`config.mk`:
```
export PLATFORM = sky130hd
export DESIGN_NAME = mmio_port_unit
export DESIGN_NICKNAME = d
export VERILOG_FILES = /design/src/rtl/mmio_port_unit.sv
export SDC_FILE = /design/constraint.sdc
export NUM_CORES = 1
export LEC_CHECK = 0
export ABC_CLOCK_PERIOD_IN_PS = 2800
export BUFFER_PORTS_ARGS = -buffer_cell sky130_fd_sc_hd__buf_2
export CAP_MARGIN = 20
export CORE_MARGIN = 2
export CORE_UTILIZATION = 54
export CTS_CLUSTER_DIAMETER = 60
export CTS_CLUSTER_SIZE = 8
export DETAILED_ROUTE_END_ITERATION = 10
export PLACE_DENSITY = 0.82
export SLEW_MARGIN = 20
export SYNTH_ARGS = -nofsm -noshare
export SYNTH_HDL_FRONTEND = slang
export SYNTH_SLANG_ARGS = --single-unit
```
`constraint.sdc`:
```
create_clock -name clk -period 2.8 [get_ports clk]
set_input_delay 0.56 -clock clk [delete_from_list [all_inputs] [get_ports clk]]
set_output_delay 0.56 -clock clk [all_outputs]
set_load 0.01 [all_outputs]
```
`src/rtl/mmio_port_unit.sv`:
```
// Memory-mapped port block: PortOut register, synchronized PortIn, W1C status and a TX FIFO.
// Reads are combinational with zero latency; define MMIO_IRQ_EN to add the IRQ_EN register and the irq output.
module mmio_port_unit #(
  parameter logic [31:0] BASE_ADDR  = 32'h1001_0000,
  parameter int          IN_WIDTH   = 8,
  parameter int          FIFO_DEPTH = 4
) (
  input  logic                clk,
  input  logic                reset,
  input  logic [31:0]         Address,
  input  logic [31:0]         WriteData,
  input  logic                MemWrite,
  input  logic                MemRead,
  output logic [31:0]         ReadData,
  output logic                Hit,
  input  logic [IN_WIDTH-1:0] PortIn,
  output logic [31:0]         PortOut,
  output logic [31:0]         tx_data,
  output logic                tx_valid,
  input  logic                tx_ready
`ifdef MMIO_IRQ_EN
  ,
  output logic                irq
`endif
);

  localparam int PW = $clog2(FIFO_DEPTH);
  localparam int CW = $clog2(FIFO_DEPTH + 1);

  logic [2:0]          offset;
  logic                wr_en;
  logic [IN_WIDTH-1:0] sync1, sync2, prev;
  logic                in_changed, overflow;
  logic [31:0]         mem [FIFO_DEPTH];
  logic [PW-1:0]       wr_ptr, rd_ptr;
  logic [CW-1:0]       count;
  logic                full, empty, pop, push, ovf_set;
  logic                unused_addr;

  assign unused_addr = ^Address[1:0];
  assign offset      = Address[4:2];
  assign Hit         = (Address[31:5] == BASE_ADDR[31:5]);
  assign wr_en       = MemWrite & Hit;

  assign full     = (count == CW'(FIFO_DEPTH));
  assign empty    = (count == '0);
  assign tx_valid = !empty;
  assign pop      = tx_valid & tx_ready;
  // A full FIFO still accepts a push when the head leaves in the same cycle.
  assign push     = wr_en && (offset == 3'd3) && (!full || pop);
  assign ovf_set  = wr_en && (offset == 3'd3) && full && !pop;
  assign tx_data  = tx_valid ? mem[rd_ptr] : 32'd0;

`ifdef MMIO_IRQ_EN
  logic [1:0] irq_en;

  always_ff @(posedge clk or negedge reset) begin
    if (!reset) begin
      irq_en <= '0;
      irq    <= 1'b0;
    end else begin
      if (wr_en && offset == 3'd4) irq_en <= WriteData[1:0];
      irq <= (irq_en[0] & in_changed) | (irq_en[1] & overflow);
    end
  end
`endif

  always_ff @(posedge clk or negedge reset) begin
    if (!reset) begin
      PortOut    <= '0;
      sync1      <= '0;
      sync2      <= '0;
      prev       <= '0;
      in_changed <= 1'b0;
      overflow   <= 1'b0;
    end else begin
      sync1 <= PortIn;
      sync2 <= sync1;
      prev  <= sync2;
      if (wr_en && offset == 3'd0) PortOut <= WriteData;
      // Flag sets take priority over a same-cycle W1C clear.
      if (sync2 != prev)
        in_changed <= 1'b1;
      else if (wr_en && offset == 3'd2 && WriteData[0])
        in_changed <= 1'b0;
      if (ovf_set)
        overflow <= 1'b1;
      else if (wr_en && offset == 3'd2 && WriteData[3])
        overflow <= 1'b0;
    end
  end

  always_ff @(posedge clk or negedge reset) begin
    if (!reset) begin
      wr_ptr <= '0;
      rd_ptr <= '0;
      count  <= '0;
    end else begin
      if (push) wr_ptr <= wr_ptr + PW'(1);
      if (pop)  rd_ptr <= rd_ptr + PW'(1);
      if (push && !pop)
        count <= count + CW'(1);
      else if (pop && !push)
        count <= count - CW'(1);
    end
  end

  always_ff @(posedge clk) begin
    if (push) mem[wr_ptr] <= WriteData;
  end

  always_comb begin
    ReadData = 32'd0;
    if (Hit && MemRead) begin
      case (offset)
        3'd0: ReadData = PortOut;
        3'd1: ReadData = 32'(sync2);
        3'd2: ReadData = {23'd0, 5'(count), overflow, empty, full, in_changed};
`ifdef MMIO_IRQ_EN
        3'd4: ReadData = {30'd0, irq_en};
`endif
        default: ReadData = 32'd0;
      endcase
    end
  end

endmodule
```
==> results.md <==
* Yosys warning count at 0
* Synth cell types at 39
* GR peak layer: met2
* Post-Syn Area at 7761 sq um
* Initial antenna violation count at 2
* Worst Hold Class: primary input to flip-flop
* Final wirelength at 15900 um
* Top Ports at 175
* Clock skew at 0.01217 ns
* CP startpoint: Address[22]
* Commonest cells in the netlist: edfxtp_1, and2_1, dfrtp_1
* GRT overflow at 0
* Setup violations, final at 0
* Global-route wire length before repair at 23920 um
* Top cells by area, synth: edfxtp_1, dfrtp_1, mux4_2
* Die height at 123.9 um
* Register bit count reported by yosys at 193
* CP endpoint: ReadData[14]
* RR Endpoint: count[2]
* Final hold violation count at 0
* DP Area at 8997 sq um
* Cells after Synth at 427
* Worst Setup Path Type: primary input to output pin
* CTS buffer count at 17
* PortBufs at 172
* M3 GR Usage at 4.899%
* Largest net degree at the start of global routing at 66
* Clk slew on worst S/H paths at 0.07 ns
* Clk_lat worst skew at 0.42 ns
* Synth Area per Inst at 18.18 sq um
* Number of synthesized flops with an enable pin at 128
* Hpwl dp at 10310 um
* Crit start category: primary input
* Final min period at 2.670 ns
* P&R area growth vs syn at 24.38%
* Initial cell density of the core at 55.70%
* R2R Path Start: count[1]
* Synth Net Count at 510
* Crit. End Element: output pin
* Root Buffer: clkbuf_16
* Hold_buf cts at 0
* WP data required at 2.24 ns
* Ys async rst share at 33.68%
* H-tree Lvls at 4
* Power, Total at 7.480 mW
* Final period util at 95.36%
* Max rail drop VDD at 0.4479 mV
* CTS sink count at 193
* Gpl congestion at 0.8359
* Post-route cell area at 9653 sq um
* Max cap viols at 0
* Leakage at 4.083 nW
* Global routing usage on met2 at 37.36%
* Met1 Resource Use GR at 27.49%
* Via density at 5.429
* CP max FO at 24
* R2R cell count at 8
* DIE WIDTH at 123.9 um
* Most used DFF post-synth: edfxtp_1
* Sequential area share after synthesis at 70.48%
* DRC viols at 0
* Drt pass-1 iters at 4
* Max-slew violations at 0
* # rows at 43
* Actual slew at the worst max-slew pin at 0.8721 ns
* Share of layout cells above drive strength 1 at 43.78%
* Relative slew slack at 41.86%
* Critical Path AT at 2.11 ns
* DRT iter0 DRCs at 333
* Area share of the largest cell type after synthesis at 49.52%
* Routed WL per cell at 19.49 um
* Total GRT Usage at 21.88%
* Synth area leader: edfxtp_1
* Routed Antenna Nets at 0
* PwrDens at 774.8 nW/um^2
* CTS tree: yes
* Final Util at 69.27%
* Area of the die at 15350 sq um
* FMAX at 374.5 MHz
* Vias in the first global route at 4430
* Unrepaired setup endpoints after global routing: no
* Place WS at -0.02105 ns
* Final nets at 705
* Core region area at 13930 sq um
* Count leader, synth: edfxtp_1
* Post-route setup slack at 0.1300 ns
* R2R setup slack at 0.55 ns
* Vias post-DR at 4430
* Outcome: finished clean
* Clock tree buffer depth at 2
## report_power, final
part / switching (mW) / internal (mW) / leakage [nW]
clock network: 1.04 / 1.51 / 0.301
registers: 0.101 / 3.10 / 1.97
logic: 0.829 / 0.894 / 1.81
## critical path: stages
cell	delay, ns
buf_2	0.10
nor4_2	0.31
nand3_1	0.20
buf_4	0.21
nor4_4	0.25
buf_12	0.20
and2_1	0.14
buf_2	0.12
## cells in the final DEF, fill, tap and decap left out, types with 4 or more instances in the layout
cell type	count
mux2_1	31
nor2_1	4
nor4_1	7
buf_12	5
ha_1	5
mux2_2	4
o21ai_0	4
nand2_1	4
clkbuf_16	17
and2_2	4
mux4_2	32
mux2i_1	8
xor2_1	9
xnor2_1	5
bufinv_16	4
edfxtp_1	128
and2_1	61
inv_1	6
buf_4	19
dfrtp_1	63
buf_2	172
## metrics by stage
stage	TNS, ns	hold WS [ns]	instances
5_1_grt	0	0.2135	815
2_1_floorplan	0	0.2644	427
6_report	0	0.2433	816
4_1_cts	0	0.2190	814
3_5_place_dp	-0.02105	0.3347	782
3_3_place_gp	0	0.3331	782
## per-layer routing
| layer | share of wire, % | up-vias |
|---|---|---|
| li1 | - | 2006 |
| met1 | 40 | 2271 |
| met2 | 54 | 138 |
| met3 | 5.2 | 13 |
| met4 | 0.88 | 2 |
| met5 | 0.069 | - |
## kinds of logic (layout without fill, tap and decap cells)
logic type,Yosys count,after routing,synth area share [%]
compound gates,11,11,0.9995
xor+xnor,14,14,1.580
fa+ha+maj,6,6,1.064
buf+inv,26,234,1.596
flops,193,193,70.48
mux,75,75,15.40
other cells,0,1,0
simple gates,102,102,8.883
## registers in the layout (all words and copies together) (netlist names)
name	cells
sync2	8
PortOut	32
rd_ptr	2
count	3
wr_ptr	2
in_changed	1
overflow	1
prev	8
sync1	8
mem	128
## worst min-delay path by stage
stage	startpoint	end	slack [ns]	depth (start not counted)
floorplan	reset	PortOut[0]	0.26	0
CTS	PortIn[7]	sync1[7]	0.22	1
detailed placement	sync1[2]	sync2[2]	0.33	0
global route	PortIn[6]	sync1[6]	0.21	1
finish	PortIn[7]	sync1[7]	0.24	1
global placement	sync1[4]	sync2[4]	0.33	0
## what timing repair did
item                                    4_1_cts  5_1_grt
endpoints found under the setup margin        0       40
gates resized for setup                       0        2
setup buffers                                 0        1
## area by class of cell
type | count | area [sq um]
Sequential cell | 193 | 5473
Multi-Input combinational cell | 208 | 2195
Clock inverter | 13 | 198.9
Fill cell | 909 | 4282
Clock buffer | 19 | 432.9
Inverter | 6 | 22.52
Antenna cell | 1 | 2.502
Tap cell | 180 | 225.2
Timing Repair Buffer | 196 | 1104
Note: power is estimated with default switching activity, not from simulation.
